### src/rtl/eth_pkg.sv
// Shared constants and types for the Ethernet MAC receive path.
package eth_pkg;

    localparam int unsigned LEN_W         = 12;
    localparam logic [31:0] CRC32_POLY    = 32'hEDB8_8320;
    localparam logic [31:0] CRC32_INIT    = 32'hFFFF_FFFF;
    localparam logic [31:0] CRC32_RESIDUE = 32'hDEBB_20E3;
    localparam logic [47:0] ETH_BCAST     = 48'hFFFF_FFFF_FFFF;

    typedef enum logic [1:0] {
        ERR_OK    = 2'd0,
        ERR_FCS   = 2'd1,
        ERR_LEN   = 2'd2,
        ERR_ABORT = 2'd3
    } err_t;

    typedef enum logic [2:0] {
        ST_IDLE,
        ST_FILL,
        ST_STREAM,
        ST_EOF,
        ST_DROP
    } rx_state_t;

endpackage

### src/rtl/crc32_8.sv
// Byte-wide reflected CRC-32 next-state function, shared by the MAC RX checker and TX FCS generator.
module crc32_8
    import eth_pkg::*;
(
    input  logic [31:0] crc_in,
    input  logic [7:0]  byte_in,
    output logic [31:0] crc_out
);

    logic [31:0] c;

    always_comb begin
        c = crc_in ^ {24'h0, byte_in};
        for (int i = 0; i < 8; i++) begin
            c = c[0] ? ((c >> 1) ^ CRC32_POLY) : (c >> 1);
        end
        crc_out = c;
    end

endmodule

### src/rtl/eth_mac_rx.sv
// MAC receive framer: strips FCS via a 5-byte delay line, checks CRC-32 and length.
// Optional destination-address filter enabled by ETH_MAC_RX_ADDR_FILTER_EN.
module eth_mac_rx
    import eth_pkg::*;
#(
    parameter int unsigned MIN_LEN  = 64,
    parameter int unsigned MAX_LEN  = 1518,
    parameter logic [47:0] MAC_ADDR = 48'h02_00_00_00_00_01
) (
    input  logic       clk,
    input  logic       reset,
    input  logic       eth_ready,
    input  logic       valid_in,
    input  logic [7:0] data_in,
    output logic       valid_out,
    output logic [7:0] data_out,
    output logic       eof_out,
    output logic [1:0] err_out
);

    localparam logic [LEN_W-1:0] LEN_SAT = '1;

    rx_state_t         state_q, state_d;
    logic [4:0][7:0]   sr_q, sr_d;
    logic [LEN_W-1:0]  len_q, len_d, len_inc_c;
    logic [31:0]       crc_q, crc_d, crc_seed_c, crc_next_c;
    logic              supp_q, supp_d;
    logic              vin_q;
    logic              valid_q, valid_d;
    logic              eof_q, eof_d;
    logic [7:0]        data_q, data_d;
    err_t              err_q, err_d;
    logic              len_err_c, fcs_err_c, filt_drop_c;

    // A new frame always starts from the CRC seed, whether it begins in IDLE or EOF.
    assign crc_seed_c = (state_q == ST_IDLE || state_q == ST_EOF) ? CRC32_INIT : crc_q;

    crc32_8 u_crc (
        .crc_in  (crc_seed_c),
        .byte_in (data_in),
        .crc_out (crc_next_c)
    );

    assign len_inc_c = (len_q == LEN_SAT) ? len_q : len_q + LEN_W'(1);
    assign len_err_c = (len_q < LEN_W'(MIN_LEN)) || (len_q > LEN_W'(MAX_LEN));
    assign fcs_err_c = (crc_q != CRC32_RESIDUE);

`ifdef ETH_MAC_RX_ADDR_FILTER_EN
    // DA is complete when byte 5 arrives: bytes 0..4 are held, byte 5 is on data_in.
    logic [47:0] da_c;
    logic        da_ok_c;
    assign da_c        = {sr_q, data_in};
    assign da_ok_c     = (da_c == MAC_ADDR) || (da_c == ETH_BCAST) || sr_q[4][0];
    assign filt_drop_c = (len_q == LEN_W'(5)) && !da_ok_c;
`else
    logic unused_mac_addr;
    assign unused_mac_addr = ^MAC_ADDR;
    assign filt_drop_c     = 1'b0;
`endif

    always_ff @(posedge clk or posedge reset) begin
        if (reset) begin
            state_q <= ST_IDLE;
            sr_q    <= '0;
            len_q   <= '0;
            crc_q   <= CRC32_INIT;
            supp_q  <= 1'b0;
            vin_q   <= 1'b0;
            valid_q <= 1'b0;
            eof_q   <= 1'b0;
            data_q  <= '0;
            err_q   <= ERR_OK;
        end else begin
            state_q <= state_d;
            sr_q    <= sr_d;
            len_q   <= len_d;
            crc_q   <= crc_d;
            supp_q  <= supp_d;
            vin_q   <= valid_in;
            valid_q <= valid_d;
            eof_q   <= eof_d;
            data_q  <= data_d;
            err_q   <= err_d;
        end
    end

    always_comb begin
        state_d = state_q;
        sr_d    = sr_q;
        len_d   = len_q;
        crc_d   = crc_q;
        supp_d  = supp_q;
        valid_d = 1'b0;
        eof_d   = 1'b0;
        data_d  = '0;
        err_d   = ERR_OK;

        case (state_q)
            ST_IDLE, ST_EOF: begin
                // In EOF only a rising valid_in starts a frame; a held-high strobe is an aborted tail.
                if (valid_in && eth_ready && (state_q == ST_IDLE || !vin_q)) begin
                    state_d = ST_FILL;
                    sr_d    = {sr_q[3:0], data_in};
                    len_d   = LEN_W'(1);
                    crc_d   = crc_next_c;
                    supp_d  = 1'b0;
                end else if (valid_in && state_q == ST_EOF) begin
                    state_d = ST_DROP;
                end else begin
                    state_d = ST_IDLE;
                end
            end
            ST_FILL: begin
                if (!eth_ready) begin
                    state_d = valid_in ? ST_DROP : ST_IDLE;
                end else if (!valid_in) begin
                    state_d = ST_IDLE;
                end else begin
                    sr_d  = {sr_q[3:0], data_in};
                    len_d = len_inc_c;
                    crc_d = crc_next_c;
                    if (len_q == LEN_W'(4)) begin
                        state_d = ST_STREAM;
                    end
                end
            end
            ST_STREAM: begin
                if (!eth_ready) begin
                    if (supp_q) begin
                        state_d = valid_in ? ST_DROP : ST_IDLE;
                    end else begin
                        state_d = ST_EOF;
                        valid_d = 1'b1;
                        eof_d   = 1'b1;
                        err_d   = ERR_ABORT;
                        data_d  = sr_q[4];
                    end
                end else if (valid_in) begin
                    sr_d    = {sr_q[3:0], data_in};
                    len_d   = len_inc_c;
                    crc_d   = crc_next_c;
                    supp_d  = supp_q | filt_drop_c;
                    valid_d = !supp_d;
                    data_d  = supp_d ? 8'h00 : sr_q[4];
                end else if (supp_q) begin
                    state_d = ST_IDLE;
                end else begin
                    state_d = ST_EOF;
                    valid_d = 1'b1;
                    eof_d   = 1'b1;
                    data_d  = sr_q[4];
                    if (len_err_c) begin
                        err_d = ERR_LEN;
                    end else if (fcs_err_c) begin
                        err_d = ERR_FCS;
                    end else begin
                        err_d = ERR_OK;
                    end
                end
            end
            ST_DROP: begin
                if (!valid_in) begin
                    state_d = ST_IDLE;
                end
            end
            default: begin
                state_d = ST_IDLE;
            end
        endcase
    end

    assign valid_out = valid_q;
    assign data_out  = data_q;
    assign eof_out   = eof_q;
    assign err_out   = err_q;

endmodule

### config.mk
export PLATFORM = sky130hd
export DESIGN_NAME = eth_mac_rx
export DESIGN_NICKNAME = d
export VERILOG_FILES = /design/src/rtl/eth_pkg.sv /design/src/rtl/crc32_8.sv /design/src/rtl/eth_mac_rx.sv
export SDC_FILE = /design/constraint.sdc
export NUM_CORES = 1
export LEC_CHECK = 0
export ABC_AREA = 1
export ABC_CLOCK_PERIOD_IN_PS = 3200
export BUFFER_PORTS_ARGS = -buffer_cell sky130_fd_sc_hd__buf_4
export CAP_MARGIN = 20
export CORE_MARGIN = 4
export CORE_UTILIZATION = 45
export DETAILED_ROUTE_END_ITERATION = 8
export PLACE_DENSITY = 0.71
export SLEW_MARGIN = 25
export SYNTH_ARGS = -nofsm -noshare
export SYNTH_HDL_FRONTEND = slang
export SYNTH_SLANG_ARGS = --single-unit
export TNS_END_PERCENT = 1
### constraint.sdc
create_clock -name clk -period 3.2 [get_ports clk]
set_input_delay 0 -clock clk [delete_from_list [all_inputs] [get_ports clk]]
set_output_delay 0 -clock clk [all_outputs]
set_load 0.05 [all_outputs]
# [After elaboration in Yosys (flattened, before gate mapping)]
# Cells that the tools add are included.
[classes] addsub=1 mul=0 div_mod_pow=0 order_cmp=2 eq_ne=14 shift=0 mux=42 n_bitwise=9 reduce_logical=14
[op_table] operator="two-way mux 32 bit" count=12
[op_table] operator="two-way mux 40 bit" count=3
[op_table] operator="NOT 13 -> 14 bit" count=8
[op_table] operator="one-hot mux 40 bit (2 select lines)" count=1
[op_table] operator="one-hot mux 32 bit (2 select lines)" count=1
[op_table] operator="two-way mux 12 bit" count=4
[op_table] operator="!= test 32 bit, second input constant" count=1
[op_table] operator="bitwise XOR 32 x 8 -> 32 bit" count=1
[op_table] operator="two-way mux 3 bit" count=9
[op_table] operator="one-hot mux 12 bit (2 select lines)" count=1
[op_table] operator="adder 12 x 1 -> 12 bit, second input constant" count=1
[op_table] operator="equality test 12 bit, second input constant" count=1
[op_table] operator="equality test 12 x 3 -> 1 bit, second input constant" count=1
[op_table] operator="greater-than comparator 12 x 11 -> 1 bit, second input constant" count=1
[op_table] operator="< comparator 12 x 7 -> 1 bit, second input constant" count=1
[op_table] operator="one-hot mux 3 bit (4 select lines)" count=1
[op_table] operator="two-way mux 2 bit" count=4
[op_table] operator="two-way mux 8 bit" count=1
[op_table] operator="equality test 3 x 2 -> 1 bit, second input constant" count=2
[op_table] operator="!= test 2 bit, second input constant" count=3
[op_table] operator="two-way mux 1 bit" count=5
[op_table] operator="AND reduction 5 bit" count=1
[op_table] operator="!= test 2 x 1 -> 1 bit, second input constant" count=2
[op_table] operator="!= test 4 bit, second input constant" count=1
[op_table] operator="11 further kinds" count=16
[word_totals] reg_bits=100 latchBits=0 ramBits=0 rom_bits=0 inputBits=12 output_inout_bits=12 elab_cells=95 n_memories=0

# [Depth between registers and ports, before layout]
# Gate-level depths: netlist of the first run.
[depth] depth_word=23 ltp_mapped=15 ltp_nobuf=14

# [By module]
# A second synthesis of the first run with hierarchy kept.
[unflattened] cells_unflattened=799 hier_area_um2=5850.6
[by_module_without_submodules] module="eth_mac_rx" instances=1 cells_each=560 area_per_inst_um2=4534.3 seq_area_each_um2=2542.4
[by_module_without_submodules] module="crc32_8" instances=1 cells_each=239 area_per_inst_um2=1316.3 seq_area_each_um2=0.0

# [Worst setup path after synthesis of the first run]
# OpenSTA, ideal clock, no wires.
[synth_timing] kind="flip-flop to flip-flop" startpoint="register state_q[2]" endpoint="register crc_q[16]" setup_time_ns=0.076 arrival_ns=1.631 required_time_ns=3.124 slack_ns=1.493 stages_incl_launch_ff=15 path_buffers=1 synth_period_minus_slack_ns=1.707 path_cell_list="dfrtp_1 inv_2 nand3_2 nand2_4 clkinv_4 nand3_1 nand2_1 buf_6 nand2_1 nand2_1 or2_1 nand2_1 nand2_1 nand3_1 nand2_1"
[synth_between] elab_chain_cells=19 word_cells_on_any_way=32 classes_between="eq/ne (6); mux (13); bitwise (5); reduce/logical (8)"
[synth_rtl] item="from (decl)" line="eth_mac_rx.sv:23" source="rx_state_t state_q, state_d;"
[synth_rtl] item="from (signal assigned)" line="eth_mac_rx.sv:74" source="state_q <= state_d;"
[synth_rtl] item="equality test 3 x 2 -> 1 bit / zero test 3 bit (equally long branches)" line="eth_mac_rx.sv:36, eth_mac_rx.sv:98, eth_mac_rx.sv:101"
[synth_rtl] item="logical OR 1 bit" line="eth_mac_rx.sv:36" source="assign crc_seed_c = (state_q == ST_IDLE || state_q == ST_EOF) ? CRC32_INIT : crc_q;"
[synth_rtl] item="two-way mux 32 bit" line="eth_mac_rx.sv:36"
[synth_rtl] item="bitwise XOR 32 x 8 -> 32 bit" line="crc32_8.sv:13" source="c = crc_in ^ {24'h0, byte_in};"
[synth_rtl] item="NOT 13 -> 14 bit (no source line)"
[synth_rtl] item="two-way mux 32 bit (2 in a row)" line="crc32_8.sv:15" source="c = c[0] ? ((c >> 1) ^ CRC32_POLY) : (c >> 1);"
[synth_rtl] item="NOT 13 -> 14 bit (no source line)"
[synth_rtl] item="two-way mux 32 bit" line="crc32_8.sv:15"
[synth_rtl] item="NOT 13 -> 14 bit (no source line)"
[synth_rtl] item="two-way mux 32 bit" line="crc32_8.sv:15"
[synth_rtl] item="NOT 13 -> 14 bit (no source line)"
[synth_rtl] item="two-way mux 32 bit (4 in a row)" line="crc32_8.sv:15"
[synth_rtl] item="two-way mux 32 bit" line="eth_mac_rx.sv:116, eth_mac_rx.sv:138"
[synth_rtl] item="two-way mux 32 bit" line="eth_mac_rx.sv:114" source="if (!eth_ready) begin"
[synth_rtl] item="one-hot mux 32 bit (2 select lines)" line="eth_mac_rx.sv:98" source="case (state_q)"
[synth_rtl] item="to (signal assigned)" line="eth_mac_rx.sv:77" source="crc_q <= crc_d;"
[synth_rtl] item="to (decl)" line="eth_mac_rx.sv:26" source="logic [31:0] crc_q, crc_d, crc_seed_c, crc_next_c;"
# Parallel ways exist; a longest one is shown, timed or not. The select of a mux whose other input is x is not followed.
# A chain may end at the register's enable or synchronous reset.

# [Worst setup path in the final report of the first run]
[layout_timing] startpoint="register state_q[2]" endpoint="register crc_q[18]"
[layout_between] elab_chain_cells=20 word_cells_on_any_way=34 classes_between="eq/ne (6); mux (13); bitwise (7); reduce/logical (8)"
[layout_rtl] item="equality test 3 x 2 -> 1 bit / zero test 3 bit (equally long branches)" line="eth_mac_rx.sv:36, eth_mac_rx.sv:98, eth_mac_rx.sv:101"
[layout_rtl] item="logical OR 1 bit" line="eth_mac_rx.sv:36"
[layout_rtl] item="two-way mux 32 bit" line="eth_mac_rx.sv:36"
[layout_rtl] item="bitwise XOR 32 x 8 -> 32 bit" line="crc32_8.sv:13"
[layout_rtl] item="two-way mux 32 bit" line="crc32_8.sv:15"
[layout_rtl] item="NOT 13 -> 14 bit (no source line)"
[layout_rtl] item="two-way mux 32 bit" line="crc32_8.sv:15"
[layout_rtl] item="NOT 13 -> 14 bit (no source line)"
[layout_rtl] item="(+3 left out)"
[layout_rtl] item="two-way mux 32 bit" line="crc32_8.sv:15"
[layout_rtl] item="NOT 13 -> 14 bit (no source line)"
[layout_rtl] item="two-way mux 32 bit" line="crc32_8.sv:15"
[layout_rtl] item="NOT 13 -> 14 bit (no source line)"
[layout_rtl] item="two-way mux 32 bit (2 in a row)" line="crc32_8.sv:15"
[layout_rtl] item="two-way mux 32 bit" line="eth_mac_rx.sv:116, eth_mac_rx.sv:138"
[layout_rtl] item="two-way mux 32 bit" line="eth_mac_rx.sv:114"
[layout_rtl] item="one-hot mux 32 bit (2 select lines)" line="eth_mac_rx.sv:98"
# Parallel ways exist; a longest one is shown, timed or not. The select of a mux whose other input is x is not followed.

==> results of run 1 <==
-- power by group through the flow --
stage                     logic [W]  registers [W]  clock network [W]
after global routing        0.00441        0.00224            0.00125
after global placement      0.00376        0.00218                  0
after floorplan             0.00307        0.00217                  0
after CTS                   0.00389        0.00218            0.00119
final                       0.00390        0.00218            0.00117
after detailed placement    0.00385        0.00219                  0
-- state kept, by name, indices dropped and copies added, names as in the netlist --
name / flops
valid_out: 1
sr_q: 40
data_out: 8
eof_out: 1
len_q: 12
vin_q: 1
state_q: 3
err_out: 2
crc_q: 32
-- area by class of cell --
class | count | area (um2) | share of cell area, %
Clock buffer | 11 | 233 | 3.73
Clock inverter | 5 | 82.6 | 1.32
Inverter | 74 | 288 | 4.61
Multi-Input combinational cell | 509 | 2580 | 41.3
Sequential cell | 100 | 2540 | 40.7
Tap cell | 147 | 184 | 2.95
Timing Repair Buffer | 39 | 333 | 5.33
-- final timing paths --
check	endpoint	startpoint	cells past startpoint	slack [ns]
setup reg to reg	crc_q[18]	state_q[2]	13	0.35
min in group clk	vin_q	valid_in	2	0.33
max in group asynchronous	sr_q[31]	reset	4	2.11
hold reg to reg	sr_q[23]	sr_q[15]	2	0.47
setup / recovery	crc_q[18]	state_q[2]	13	0.35
hold / removal	sr_q[34]	reset	3	0.32
-- per-stage QoR --
stage / worst slack, ns / hold slack, ns / std cells
floorplan: 0.634 / 0.0314 / 705
global placement: 0.647 / 0.139 / 858
detailed placement: 0.497 / 0.146 / 858
CTS: 0.427 / 0.331 / 885
global route: 0.117 / 0.341 / 885
finish: 0.348 / 0.323 / 885
-- layout by cell type, fill, tap and decap left out, types with 10 or more instances in the layout --
cell type,count
xor2_1,28
inv_1,64
dfstp_2,32
a21oi_1,10
nand2_2,12
dfrtp_1,68
nor2_1,49
o21ai_0,38
nand2_1,245
dlygate4sd3_1,11
nand3_1,58
buf_4,27
-- per-layer routing --
metal | global-route usage [%] | up-vias | wire, um
met5 | 0 | - | 0
met4 | 8.25 | 0 | 385
li1 | - | 2276 | -
met2 | 31.7 | 124 | 6210
met3 | 3.04 | 31 | 608
met1 | 24.9 | 2218 | 5740
-- worst max-delay path: stages, from the launching register on --
cell and delay, ns:
dfrtp_1 0.38, inv_2 0.14, nand3_2 0.30, nand2_4 0.37, clkinv_4 0.16, nand3_1 0.10
nand2_1 0.33, inv_1 0.25, nand2_1 0.11, nand2_2 0.13, xor2_1 0.25, nand2_1 0.11
nand3_1 0.09, nand2_1 0.06
-- synth_stat cells, drive strengths merged --
library cell  count
nand4             9
xnor2            11
o22ai             1
ha                2
clkinv            1
o21a              2
nand3b            1
o211a             1
a211oi            1
nand3            61
buf              15
a31oi             2
o21ai            44
a21oi            10
nor4              8
nand2           264
dfrtp            68
nor3              5
nor2             50
inv              73
a21o              2
o311ai            1
clkbuf            7
a21boi            1
or2               2
xor2             29
o211ai            1
dfstp            32
a31o              1
-- logic make-up after synthesis --
group	Yosys count
AND/OR/NAND/NOR	400
flip-flops	100
buffers and inverters	96
AO/OA/AOI/OAI	67
XOR/XNOR	40
adder cells (fa/ha/maj)	2
==> impl_metrics.tcl, run 1 <==
set metrics [dict create \
    rows 40 \
    syn2layout_area_growth_pct 12.8 \
    start_util_pct 46.1 \
    dr.pass1.iters 5 \
    viasPerCell 5.25 \
    wire_per_inst_um 14.6 \
    p_sw_share_pct 46.3 \
    drt_wl_total_um 12900 \
    worstSkewPairLatency_ns 0.35 \
    synth.top_cell.area_share_pct 30.8 \
    power_density_mw_per_mm2 1160 \
    hold_viol_final 0 \
    diodes 0 \
    placed_cell_area_mm2 0.00581 \
    crit_fanout 24 \
    synth.area.top_cells "dfrtp_1 31%, nand2_1 17%, dfstp_2 15%" \
    cts_tree "yes" \
    grt_pass1_vias 4501 \
    fin_skew_ns 0.00977 \
    cts_hold_buffers 11 \
    p_switching_w 0.00335 \
    final_area_mm2 0.00624 \
    vias 4649 \
    hpwl_um 9240 \
    core-area_mm2 0.0120 \
    startpoint_type "flop" \
    synth_cell_types 43 \
    finish.utilization_pct 52.0 \
    htree_num_levels 3 \
    synth_compound_area_share_pct 6.67 \
    synth.avg_cell_area_um2 7.85 \
    numClockSinks 100 \
    routabilityCongestion 0.976 \
    rsz0062_at_grt "false" \
    cp_data_arrival_time_ns 3.13 \
    drc 0 \
    postRouteAntennaNets 0 \
    worstPathRequired_ns 3.48 \
    drt_iter0_markers 402 \
    syn_area_mm2 0.00553 \
    synth_seq_cells 100 \
    fillers 1145 \
    setup_viol 0 \
    grt_max_degree 78 \
    end_kind "flop" \
    portBuffers 23 \
    cts_resized 0 \
    die_area_mm2 0.0141 \
    synthAdderAreaFrac_pct 0.452 \
    status "complete, no violations" \
    clock_path_buffers 2 \
    drive_gt1_share_pct 15.3 \
    cap_viol_max_count 0 \
    max_slew.worst_pin.slew_ns 0.693 \
    grt_pass1_wl_um 22000 \
    track_usage_pct 19.1 \
    syn-instance-count 705 \
    syn_nets 719 \
    antenna_found_initial 0 \
    muxShareOfSynthArea_pct 0 \
    period_needed_ns 2.85 \
    p_comb_share_pct 53.8 \
    synth_top_family_by_area "simple AND/OR/NAND/NOR gates" \
    slew_headroom_pct 53.8 \
    cts_setup_buffers 0 \
    numCtsBuffers 9 \
    synth_xor_area_share_pct 7.35 \
    power_w 0.00725 \
    timing.fmax_mhz 351 \
    nets 747 \
    die_w_um 119 \
    path_clk_slew_ns 0.07 \
    ys_seq_area_share_pct 46.0 \
    holdCritPathClass "input pin to async pin" \
    die_h_um 119 \
    synth_area_leader_cell "dfrtp_1" \
    slew_violations 0 \
    pin_count 24 \
    p_clk_share_pct 16.1 \
    vdd_drop_max_mv 0.431 \
    fin_crit_sh_pct 89.1 \
    grt_overflow 0 \
    crit_type "flop to flop" \
    synth-simple-area-share_pct 32.1 \
    p_int_w 0.00389 \
    p_seq_share_pct 30.1 \
    finalSetupTns_ns 0 \
    leakage_nw 3.09 \
    ctsRootBufferMaster "clkbuf_16" \
    ys_warn_count 0 \
]
No activity file was read; power rests on OpenSTA's default activity.
==> inputs of run 2 (changes only) <==
Settings changed: MAX_ROUTING_LAYER set to met4, PLACE_DENSITY 0.71 to 0.7.
==> run 2 against run 1 <==
The flow now finishes with violations (hold timing); die area is the same; count of clock-buffer cells in the layout shrank 2; sequential power is essentially flat; hold slack lost 0.32 ns; sequential share of layout area grew 0.25 points; final cell count shrank 0.11%; critical endpoint unchanged.
==> impl_metrics.tcl, run 2 (synthesis results as in run 1) <==
set metrics [dict create \
    power_w 0.00713 \
    fin_skew_ns 0.0117 \
    p_clk_share_pct 15.2 \
    leakage_nw 3.07 \
    pin_count 24 \
    cts_setup_buffers 0 \
    p_switching_w 0.00339 \
    rows 40 \
    fillers 1143 \
    vdd_drop_max_mv 0.427 \
    vias 4575 \
    crit_fanout 24 \
    status "complete, but fails checks" \
    period_needed_ns 2.77 \
    hold_slack_ns -0.000247 \
    htree_num_levels 3 \
    cp_data_arrival_time_ns 3.05 \
    track_usage_pct 20.0 \
    start_util_pct 46.1 \
    cts_tree "yes" \
    timing.fmax_mhz 361 \
    wire_per_inst_um 14.5 \
    postRouteAntennaNets 0 \
    p_comb_share_pct 54.2 \
    largest_register "sr_q" \
    worstSkewPairLatency_ns 0.35 \
    clock_path_buffers 2 \
    nets 746 \
    largest_reg_flops 40 \
    crit_type "flop to flop" \
    grt_pass1_vias 4566 \
    slew_violations 0 \
    numClockSinks 100 \
    die_area_mm2 0.0141 \
    cap_viol_max_count 0 \
    startpoint_type "flop" \
    routabilityCongestion 0.940 \
    end_kind "flop" \
    grt_max_degree 82 \
    die_w_um 119 \
    drt_wl_total_um 12800 \
    p_int_w 0.00375 \
    drc 0 \
    fin_crit_sh_pct 86.5 \
    final_cell_mix "245 x nand2_1, 68 x dfrtp_1, 64 x inv_1" \
    p_sw_share_pct 47.5 \
    portBuffers 23 \
    worstPathRequired_ns 3.48 \
    numCtsBuffers 9 \
    slew_headroom_pct 51.8 \
    syn2layout_area_growth_pct 12.1 \
    finalSetupTns_ns 0 \
    path_clk_slew_ns 0.08 \
    cts_resized 0 \
    rsz0062_at_grt "false" \
    final_common_cell "nand2_1" \
    cts_hold_buffers 10 \
    violations "hold timing" \
    diodes 0 \
    grt_pass1_wl_um 22200 \
    setup_viol 0 \
    drt_iter0_markers 407 \
    power_density_mw_per_mm2 1150 \
    grt_overflow 0 \
    p_seq_share_pct 30.6 \
    viasPerCell 5.18 \
    reg_top3 "sr_q x40, crc_q x32, len_q x12" \
    holdCritPathClass "input pin to flop" \
    antenna_found_initial 0 \
    ctsRootBufferMaster "clkbuf_16" \
    max_slew.worst_pin.slew_ns 0.723 \
    hold_viol_final 1 \
    hpwl_um 9050 \
    drive_gt1_share_pct 15.6 \
    core-area_mm2 0.0120 \
    die_h_um 119 \
    dr.pass1.iters 5 \
]
==> run 2: layer usage <==
layer / global-route usage, % / vias to the layer above / routed length, um
met1: 26.3 / 2188 / 5950
met3: 3.51 / 23 / 372
met5: - / - / 0
met4: 7.60 / 0 / 348
met2: 31.1 / 79 / 6110
li1: - / 2285 / -
==> run 2: worst paths after layout <==
path | cells past startpoint | slack [ns] | end | from
max | 13 | 0.43 | crc_q[18] | state_q[2]
min | 3 | -0.0002 | sr_q[7] | data_in[7]
max reg2reg | 13 | 0.43 | crc_q[18] | state_q[2]
min reg2reg | 2 | 0.47 | sr_q[18] | sr_q[10]
max in group asynchronous | 4 | 2.14 | crc_q[0] | reset
min in group asynchronous | 3 | 0.33 | sr_q[33] | reset
==> run 2: cell type report <==
class	count	area [um2]	share of cell area, %
Clock buffer	9	225	3.63
Clock inverter	7	62.6	1.01
Inverter	74	288	4.64
Multi-Input combinational cell	509	2580	41.6
Sequential cell	100	2540	41.0
Tap cell	147	184	2.96
Timing Repair Buffer	38	323	5.20
==> run 2: worst max-delay path: stages (launching register included) <==
cell and delay [ns]:
dfrtp_1 0.37, inv_2 0.14, nand3_2 0.29, nand2_4 0.37, clkinv_4 0.17, nand3_1 0.10
nand2_1 0.33, inv_1 0.24, nand2_1 0.10, nand2_2 0.13, xor2_1 0.24, nand2_1 0.08
nand3_1 0.07, nand2_1 0.07
==> run 2: power by group through the flow <==
| stage | Combinational [W] | Clock [W] | Sequential [W] |
|---|---|---|---|
| CTS | 0.00386 | 0.00111 | 0.00218 |
| detailed placement | 0.00383 | 0 | 0.00220 |
| global route | 0.00441 | 0.00117 | 0.00224 |
| finish | 0.00386 | 0.00109 | 0.00218 |
| global placement | 0.00376 | 0 | 0.00219 |
| floorplan | 0.00307 | 0 | 0.00217 |
==> run 2: metrics by stage <==
step / setup WS, ns / hold WS, ns / instance area [um2] / cells / util, %
4_1_cts: 0.454 / 0.00125 / 6200 / 884 / 51.6
6_report: 0.432 / -0.000247 / 6200 / 884 / 51.6
2_1_floorplan: 0.634 / 0.0314 / 5530 / 705 / -
3_3_place_gp: 0.623 / 0.132 / 5810 / 858 / 48.4
3_5_place_dp: 0.464 / 0.140 / 5810 / 858 / 48.4
5_1_grt: 0.0801 / 0.0201 / 6200 / 884 / 51.6
